==> config.mk <==
export PLATFORM = sky130hd
export DESIGN_NAME = sim_mem_arbiter
export DESIGN_NICKNAME = d
export VERILOG_FILES = /design/src/rtl/sim_mem_arbiter.sv
export SDC_FILE = /design/constraint.sdc
export NUM_CORES = 1
export LEC_CHECK = 0
export CAP_MARGIN = 20
export CELL_PAD_IN_SITES_DETAIL_PLACEMENT = 1
export CELL_PAD_IN_SITES_GLOBAL_PLACEMENT = 1
export CORE_MARGIN = 2
export CORE_UTILIZATION = 14
export DETAILED_ROUTE_END_ITERATION = 8
export MAX_ROUTING_LAYER = met4
export PLACE_DENSITY_LB_ADDON = 0.1
export SLEW_MARGIN = 20
export SYNTH_ARGS = -nofsm -noshare
export SYNTH_HDL_FRONTEND = slang
export SYNTH_SLANG_ARGS = --single-unit
==> constraint.sdc <==
create_clock -name clk_i -period 2.2 [get_ports clk_i]
set_input_delay 0.44 -clock clk_i [delete_from_list [all_inputs] [get_ports clk_i]]
set_output_delay 0.44 -clock clk_i [all_outputs]
set_load 0.005 [all_outputs]
==> src/rtl/sim_mem_arbiter.sv <==
// Two-host round-robin arbiter in front of a single-port, fixed-latency simulation memory.
// A latency-matched pipeline routes responses, answers blocked writes locally and checks memory rvalid.
module sim_mem_arbiter #(
   parameter int AW       = 32,
   parameter int DW       = 32,
   parameter int LATENCY  = 1,
   parameter int WRITABLE = 0
) (
   input  logic            clk_i,
   input  logic            rst_i,
   input  logic            h0_req_i,
   output logic            h0_gnt_o,
   input  logic            h0_we_i,
   input  logic [DW/8-1:0] h0_be_i,
   input  logic [AW-1:0]   h0_addr_i,
   input  logic [DW-1:0]   h0_wdata_i,
   output logic            h0_rvalid_o,
   output logic [DW-1:0]   h0_rdata_o,
   output logic            h0_err_o,
   input  logic            h1_req_i,
   output logic            h1_gnt_o,
   input  logic            h1_we_i,
   input  logic [DW/8-1:0] h1_be_i,
   input  logic [AW-1:0]   h1_addr_i,
   input  logic [DW-1:0]   h1_wdata_i,
   output logic            h1_rvalid_o,
   output logic [DW-1:0]   h1_rdata_o,
   output logic            h1_err_o,
   output logic            mem_req_o,
   output logic            mem_we_o,
   output logic [DW/8-1:0] mem_be_o,
   output logic [AW-1:0]   mem_addr_o,
   output logic [DW-1:0]   mem_wdata_o,
   input  logic [DW-1:0]   mem_rdata_i,
   input  logic            mem_rvalid_i,
   output logic            proto_err_o
);

   localparam int BW = DW / 8;
   localparam logic [2:0] WarmDone = 3'(LATENCY);

   logic               lastGnt_q, lastGnt_d;
   logic [LATENCY-1:0] pipeValid_q, pipeValid_d;
   logic [LATENCY-1:0] pipeOwner_q, pipeOwner_d;
   logic [LATENCY-1:0] pipeLocal_q, pipeLocal_d;
   logic [2:0]         warmCnt_q, warmCnt_d;
   logic               protoErr_q, protoErr_d;

   logic               gnt0, gnt1, anyGnt, blocked, memReq;
   logic               selWe;
   logic [BW-1:0]      selBe;
   logic [AW-1:0]      selAddr;
   logic [DW-1:0]      selWdata;
   logic               tailValid, tailOwner, tailLocal, checkEn, expectRvalid;

   // lastGnt_q == 1 means host 1 was served last, so host 0 wins a tie.
   always_comb begin
      gnt0      = ~rst_i & h0_req_i & (~h1_req_i | lastGnt_q);
      gnt1      = ~rst_i & h1_req_i & (~h0_req_i | ~lastGnt_q);
      anyGnt    = gnt0 | gnt1;
      lastGnt_d = anyGnt ? gnt1 : lastGnt_q;
   end

   always_comb begin
      selWe    = gnt1 ? h1_we_i    : h0_we_i;
      selBe    = gnt1 ? h1_be_i    : h0_be_i;
      selAddr  = gnt1 ? h1_addr_i  : h0_addr_i;
      selWdata = gnt1 ? h1_wdata_i : h0_wdata_i;
      blocked  = anyGnt & selWe & (WRITABLE == 0);
      memReq   = anyGnt & ~blocked;
   end

   assign h0_gnt_o    = gnt0;
   assign h1_gnt_o    = gnt1;
   assign mem_req_o   = memReq;
   assign mem_we_o    = memReq ? selWe    : 1'b0;
   assign mem_be_o    = memReq ? selBe    : '0;
   assign mem_addr_o  = memReq ? selAddr  : '0;
   assign mem_wdata_o = memReq ? selWdata : '0;

   // Entry 0 is the newest; the tail entry answers in this cycle.
   always_comb begin
      pipeValid_d    = '0;
      pipeOwner_d    = '0;
      pipeLocal_d    = '0;
      pipeValid_d[0] = anyGnt;
      pipeOwner_d[0] = gnt1;
      pipeLocal_d[0] = blocked;
      for (int i = 1; i < LATENCY; i++) begin
         pipeValid_d[i] = pipeValid_q[i-1];
         pipeOwner_d[i] = pipeOwner_q[i-1];
         pipeLocal_d[i] = pipeLocal_q[i-1];
      end
   end

   always_comb begin
      tailValid = pipeValid_q[LATENCY-1] & ~rst_i;
      tailOwner = pipeOwner_q[LATENCY-1];
      tailLocal = pipeLocal_q[LATENCY-1];

      h0_rvalid_o = tailValid & ~tailOwner;
      h1_rvalid_o = tailValid & tailOwner;
      h0_err_o    = h0_rvalid_o & tailLocal;
      h1_err_o    = h1_rvalid_o & tailLocal;
      h0_rdata_o  = (h0_rvalid_o & ~tailLocal) ? mem_rdata_i : '0;
      h1_rdata_o  = (h1_rvalid_o & ~tailLocal) ? mem_rdata_i : '0;
   end

   // Responses to requests dropped by reset may still arrive; skip checking for LATENCY cycles.
   always_comb begin
      checkEn      = (warmCnt_q == WarmDone);
      expectRvalid = pipeValid_q[LATENCY-1] & ~pipeLocal_q[LATENCY-1];
      warmCnt_d    = checkEn ? warmCnt_q : warmCnt_q + 3'd1;
      protoErr_d   = protoErr_q | (checkEn & (mem_rvalid_i != expectRvalid));
   end

   assign proto_err_o = protoErr_q;

   always_ff @(posedge clk_i) begin
      if (rst_i) begin
         lastGnt_q   <= 1'b1;
         pipeValid_q <= '0;
         pipeOwner_q <= '0;
         pipeLocal_q <= '0;
         warmCnt_q   <= '0;
         protoErr_q  <= 1'b0;
      end else begin
         lastGnt_q   <= lastGnt_d;
         pipeValid_q <= pipeValid_d;
         pipeOwner_q <= pipeOwner_d;
         pipeLocal_q <= pipeLocal_d;
         warmCnt_q   <= warmCnt_d;
         protoErr_q  <= protoErr_d;
      end
   end

endmodule

==> summary.txt, run 1 <==
Placed design
  – Final HPWL DP: 12540 um
  – Placed cell areas: roughly 5900 um^2
  – Port bufs: approximately 310
  – Placed Cells: 880
  – GP Congestion: 0.7639
  – Dpl ws: -816.8 ps

Hold path
  – Min-Delay Path Depth: 2
  – Worst Hold Path EP: proto_err_o
  – Worst min-delay path startpoint: proto_err_o
  – HP Class: flip-flop to flip-flop

Flow run
  – # Max-Cap Violations: 0

Layout
  – Share of cells above drive strength 1: 27.38%
  – Post-layout util: between 30% and 40%
  – Non-Filler Instances: 910
  – Register area: 167.7 um^2
  – FILL cells: a little under 2000
  – Growth of design area from synthesis to finish: 177.8%
  – Final net count: between 800 and 900
  – Diode count: 0
  – Final Instance Area: 6347 um^2
  – Multi-input logic area: 2143 um^2

Clock network
  – Longest Clk Path Bufs: 2
  – Worst skew pair latency: 230 ps
  – CTS Buf Count: 3
  – Root buffer cell: clkbuf_16
  – Clock Pin Slew Worst Setup and Hold Paths: 40 ps
  – H-tree depth: 1
  – CTS tree: yes
  – CTS sink cnt: 8
  – Cts hold-fix bufs: 0

Synth
  – Mapped Avg Cell Area: 6.225 um^2
  – Yosys top cell by area: a211oi_1
  – Adder-cell share of the synthesized area: about 1.1%
  – Compound-cell area share of the yosys netlist: 42.17%
  – Post-synthesis register bit count: 8
  – Post-synthesis xor/xnor area fraction: less than 1%
  – Multiplexer share of the synthesized area: 0.4381%
  – Synth area leaders: a211oi_1 20%, and2_1 18%, nand3_1 15%
  – Largest family of logic cells by synthesized area: compound AO/OA/AOI/OAI gates
  – Total of warnings raised by yosys: 0
  – Yosys cell types: 31
  – Syn Nets: approximately 540
  – Mapped Area: 2285 um^2
  – Share of Yosys cell area claimed by the top area cell type: 19.72%
  – Register area share after synthesis: ~7%
  – Mapped Cells: 367
  – Synth Area in Simple Gates: 37.24%

Timing
  – Final period util: 98.92%
  – Max Slew Vio Count: 0
  – Final Skew: 0.6926 ps
  – Final setup TNS: 0 ps
  – FMAX: 459.5 MHz
  – Final Setup Violations: 0
  – Min cycle time layout: 2176 ps
  – Fin. Hold Viols: 0
  – Final worst-path setup slack: 23.70 ps
  – RSZ-0062 raised after global routing: yes

Setup path
  – Crit path max fanout: 9
  – Critical-path cell list: buf_12, and3b_1, and2b_2, buf_4, buf_4, buf_6, and2_1, dlygate4sd2_1
  – CP arrival: between 1500 and 2000 ps
  – CP max stage cell: dlygate4sd2_1
  – Flop-to-flop setup slack: 1000 ps
  – Worst EP required: 1760 ps
  – WS Path Type: primary input to output port
  – Crit Reg-Reg Startpoint: lastGnt_q
  – RR Endpoint: pipeLocal_q
  – Setup crit end kind: output port
  – Startpoint Class: primary input
  – Crit-path most repeated cell: buf_4
  – Crit-path max cell delay: 260 ps
  – Depth of the most critical reg-to-reg path: 5

Routing
  – Final WL: around 17000 um
  – Initial DRC Count: between 100 and 150
  – First-pass DRT Iterations: 4
  – Vias: 4145
  – Vias per inst: 4.555
  – Final ANT Viol Nets: 0
  – DR WL/cell: roughly 19 um
  – Drc violations: 0

Floorplan
  – Die area: around 17000 um^2
  – Die Y: between 100 and 150 um
  – Core Footprint: about 16000 um^2
  – Row count: 46
  – Initial Util: 14.33%
  – # IOs: 316
  – Die Wd: 131.7 um

GRT
  – Number of global-route vias before repair: 4320
  – Initial antenna violation count: 0
  – Overall Global Routing Usage: 18.67%
  – Largest net degree at the start of global routing: 38
  – Total gr overflow: 0
  – First-pass GRT wire length: 25100 um

Power and ir drop
  – IR drop worst, VDD: 0.2306 mV
  – PwrDens: 260.3 nW/um^2
  – Leakage: 2.816 nW

Outcome
  – Status: complete, no violations
-- per-stage QoR --
stage,hold WS (ps),total power (W)
2_1_floorplan,452.1,0.0005710
3_3_place_gp,444.8,0.001200
3_5_place_dp,465.9,0.001221
4_1_cts,476.1,0.001639
5_1_grt,512.3,0.001771
6_report,477.4,0.001652
-- final cells by class --
type | instances | share of cell area (%)
flip-flops and latches | 8 | 2.641
multi-input cells | 303 | 33.77
inverters | 3 | 0.1774
clock buffers | 3 | 1.183
repair buffers | 377 | 57.97
well taps | 216 | 4.258
-- worst max-delay path: cells and delay by family --
| kind | cells | cell delay (ps) |
|---|---|---|
| buffers and inverters | 5 | 730 |
| AND/OR/NAND/NOR | 3 | 550 |
-- timing repair --
item / in CTS / in global routing
endpoints found under the setup margin: 135 / 77
pin swaps: 7 / 8
gates cloned: 8 / 0
endpoints found under the hold margin: 0 / 0
buffers inserted: 15 / 4
resized for setup: 311 / 108
-- kinds of logic (layout without fill, tap and decap cells) --
logic type                 Yosys count  count (layout)
muxes                                1               1
xor gates and xnor gates             2               2
adders and majority gates            2               2
and+or+nand+nor                    153             153
other                                1               1
AOI/OAI and AO/OA                  144             144
DFF                                  8               8
buffers and inverters               56             383
-- worst max path at each step --
stage             start         endpoint  cells after the start
2_1_floorplan  h1_req_i  mem_wdata_o[22]                      7
5_1_grt        h0_req_i   mem_addr_o[10]                      8
3_5_place_dp   h1_req_i   mem_addr_o[24]                      6
4_1_cts           rst_i   h1_rdata_o[30]                      7
6_report          rst_i   h1_rdata_o[26]                      8
3_3_place_gp   h0_req_i   mem_addr_o[24]                      6
-- report_power, final --
| part | internal [W] | leakage [nW] | switching, W |
|---|---|---|---|
| registers | 0.000180 | 0.0673 | 0.0000309 |
| clock network | 0.000235 | 0.0370 | 0.0000723 |
| logic | 0.000659 | 2.71 | 0.000475 |
-- synth_stat cells --
cell and number:
inv_1 2, dfxtp_1 8, o32a_1 1, inv_2 1, and3b_1 1, a21boi_2 1, buf_4 1, nor2_1 9
and2_1 66, and2b_1 2, buf_1 1, conb_1 1, a211oi_2 9, nor3_1 1, nand3_1 69, nand2_1 1
a211oi_1 60, mux2i_1 1, buf_2 8, o31ai_1 1, xnor2_1 2, nor3b_1 1, clkbuf_1 39, nand2b_1 1
buf_6 4, a21boi_0 1, ha_1 2, a211o_1 1, a21bo_1 1, nor2b_1 2, o21ai_0 69
-- sequential cells by signal (all words and copies together) (netlist names) --
register / cells
proto_err_o: 1
pipeLocal_q: 1
pipeValid_q: 1
warmCnt_q: 3
lastGnt_q: 1
pipeOwner_q: 1
-- per-layer routing --
layer / wire length [um] / global-route usage (%) / part of all wire [%] / vias to the layer above
met5: 0 / - / 0 / -
met4: 207 / 2.778 / 1.2 / 0
met3: 951 / 3.383 / 5.6 / 12
met2: 9031 / 35.83 / 53 / 184
met1: 6809 / 20.30 / 40 / 1946
li1: - / - / - / 2003
-- cells in the final DEF (no fill, tap or decap), types with 2 or more instances in the layout --
| master | n |
|---|---|
| dlymetal6s2s_1 | 17 |
| and2b_2 | 2 |
| buf_6 | 8 |
| xnor2_1 | 2 |
| clkdlybuf4s15_1 | 22 |
| a211oi_4 | 3 |
| o21ai_0 | 59 |
| inv_1 | 2 |
| a211oi_2 | 42 |
| buf_4 | 34 |
| nand3_1 | 66 |
| dlygate4sd2_1 | 35 |
| and2_1 | 66 |
| buf_2 | 40 |
| dfxtp_2 | 3 |
| buf_12 | 15 |
| clkbuf_16 | 3 |
| ha_1 | 2 |
| clkbuf_2 | 19 |
| clkdlybuf4s15_2 | 4 |
| clkdlybuf4s50_1 | 176 |
| o21ai_1 | 10 |
| dfxtp_1 | 4 |
| a211oi_1 | 24 |
| nor2_1 | 9 |
| buf_16 | 7 |
| nand3_2 | 2 |
Power figures use the tool's default switching activity.
==> inputs of run 2 (changes only) <==
--- a/config.mk
+++ b/config.mk
@@ -12,7 +12,8 @@
 export CORE_UTILIZATION = 14
 export DETAILED_ROUTE_END_ITERATION = 8
 export MAX_ROUTING_LAYER = met4
-export PLACE_DENSITY_LB_ADDON = 0.1
+export PLACE_DENSITY = 0.81
+export SKIP_CTS_REPAIR_TIMING = 1
 export SLEW_MARGIN = 20
 export SYNTH_ARGS = -nofsm -noshare
 export SYNTH_HDL_FRONTEND = slang
==> run 2 against run 1 <==
The run now ends with negative setup slack left. Combinational power grew 11%. Total power up 7.0%. Die area unchanged. Flip-flop and latch count is the same.
==> summary.txt, run 2 (synthesized netlist as in run 1, its figures left out) <==
Outcome
  – Status: finished, violations left (was complete, no violations)
  – Violated checks: negative setup slack

Floorplan
  – Die Y: 131.7 um (unchanged)
  – Core Footprint: 15940 um^2 (unchanged)
  – Row count: 46 (unchanged)
  – # IOs: 316 (unchanged)
  – Initial Util: 14.33% (unchanged)
  – Die area: 17360 um^2 (unchanged)
  – Die Wd: 131.7 um (unchanged)

Layout
  – Most frequent cells in the layout: 176 x clkdlybuf4s50_1, 81 x dlymetal6s2s_1, 67 x o21ai_0, 66 x and2_1, 64 x a211oi_2 (was 176 x clkdlybuf4s50_1, 66 x and2_1, 66 x nand3_1, 59 x o21ai_0, 42 x a211oi_2)
  – Largest Register: warmCnt_q (unchanged)
  – Final Instance Area: 6944 um^2 (was 6347 um^2)
  – Post-layout util: 43.56% (was 39.81%)
  – Commonest non-fill, non-tap cell in the layout: clkdlybuf4s50_1 (unchanged)
  – Share of cells above drive strength 1: 32.13% (was 27.38%)
  – FILL cells: 1865 (was 1928)
  – Number of flip-flops in the largest register: 3 (unchanged)
  – Diode count: 0 (unchanged)
  – Growth of design area from synthesis to finish: 203.9% (was 177.8%)
  – Non-Filler Instances: 938 (was 910)
  – Final net count: 901 (was 873)
  – Multi-input logic area: 2230 um^2 (was 2143 um^2)
  – Register area: 165.2 um^2 (was 167.7 um^2)

Routing
  – Vias per inst: 4.723 (was 4.555)
  – Vias: 4430 (was 4145)
  – Initial DRC Count: 190 (was 144)
  – Final WL: 19410 um (was 17000 um)
  – First-pass DRT Iterations: 4 (unchanged)
  – DR WL/cell: 20.69 um (was 18.68 um)
  – Final ANT Viol Nets: 0 (unchanged)
  – Drc violations: 0 (unchanged)

Placed design
  – Final HPWL DP: 12030 um (was 12540 um)
  – Port bufs: 314 (unchanged)
  – GP Congestion: 0.7915 (was 0.7639)
  – Placed Cells: 881 (was 880)
  – Placed cell areas: 5864 um^2 (was 5857 um^2)

Timing
  – Final Setup Violations: 48 (was 0)
  – RSZ-0062 raised after global routing: yes (unchanged)
  – Fin. Hold Viols: 0 (unchanged)
  – Max Slew Vio Count: 0 (unchanged)
  – Final period util: 108.2% (was 98.92%)
  – Final setup TNS: -2401 ps (was 0 ps)
  – FMAX: 420.1 MHz (was 459.5 MHz)
  – Final worst-path setup slack: -180.6 ps (was 23.70 ps)
  – Final Skew: 3.202 ps (was 0.6926 ps)
  – Min cycle time layout: 2381 ps (was 2176 ps)

GRT
  – Number of global-route vias before repair: 4204 (was 4320)
  – Overall Global Routing Usage: 16.24% (was 18.67%)
  – Initial antenna violation count: 0 (unchanged)
  – First-pass GRT wire length: 22580 um (was 25100 um)
  – Total gr overflow: 0 (unchanged)
  – Largest net degree at the start of global routing: 48 (was 38)

Clock network
  – H-tree depth: 1 (unchanged)
  – Worst skew pair latency: 230 ps (about the same)
  – Root buffer cell: clkbuf_16 (unchanged)
  – CTS tree: yes (unchanged)
  – CTS Buf Count: 3 (unchanged)
  – Clock Pin Slew Worst Setup and Hold Paths: 40 ps (about the same)
  – Longest Clk Path Bufs: 2 (unchanged)
  – CTS sink cnt: 8 (unchanged)

Setup path
  – CP arrival: 1940 ps (was 1740 ps)
  – Setup crit end kind: output port (unchanged)
  – Crit path max fanout: 7 (was 9)
  – WS Path Type: flip-flop to output port (was primary input to output port)
  – Startpoint Class: flip-flop (was primary input)
  – Worst EP required: 1760 ps (about the same)

Power and ir drop
  – Leakage: 3.950 nW (was 2.816 nW)
  – IR drop worst, VDD: 0.1851 mV (was 0.2306 mV)
  – PwrDens: 254.5 nW/um^2 (was 260.3 nW/um^2)

Hold path
  – HP Class: flip-flop to flip-flop (unchanged)

Flow run
  – # Max-Cap Violations: 0 (unchanged)
[run 2: cell count changes in the layout (fill, tap and decap cells not counted), sizes merged]
cell / delta
dlygate4sd2: -35
clkdlybuf4s15: -26
dlymetal6s2s: +64
clkbuf: -2
buf: +27
[run 2: final cells by class]
type / instances / area share [%]
multi-input cells: 303 / 32.11
clock buffers: 3 / 1.081
repair buffers: 405 / 60.38
inverters: 3 / 0.1622
well taps: 216 / 3.892
flip-flops and latches: 8 / 2.378
[run 2: path summary, 6_finish.rpt]
kind / startpoint / end / slack, ps / depth (start not counted)
worst max-delay path: lastGnt_q / mem_wdata_o[17] / -180 / 10
worst max register to register: lastGnt_q / pipeLocal_q / 530 / 10
worst min register to register: proto_err_o / proto_err_o / 470 / 2
worst min-delay path: proto_err_o / proto_err_o / 470 / 2
[run 2: worst max-delay path, stage by stage (launching register included)]
cell	delay, ps
dfxtp_4	350
buf_6	120
a21boi_4	160
buf_12	130
buf_4	120
buf_6	90
clkbuf_16	140
buf_8	110
nand3_1	90
a211oi_2	210
buf_2	170
[run 2: through the flow]
stage | setup WS, ps | hold WS, ps | total power [W]
floorplan | 297.3 | 452.1 | 0.0005710
global placement | -755.9 | 447.2 | 0.001198
detailed placement | -785.7 | 449.4 | 0.001226
CTS | -792.7 | 461.6 | 0.001548
global route | -268.1 | 515.7 | 0.001873
finish | -180.6 | 472.6 | 0.001768
[run 2: where the power goes]
group | switching [W] | total, W | leakage [nW] | internal [W]
clock network | 0.0000775 | 0.000312 | 0.0370 | 0.000235
logic | 0.000526 | 0.00125 | 3.85 | 0.000721
registers | 0.0000289 | 0.000209 | 0.0666 | 0.000180
[run 2: metal layers]
layer	GRT usage (%)	share of wire (%)
met2	29.73	52
met4	2.355	2.5
met5	-	0
met1	18.70	40
met3	3.191	5.3
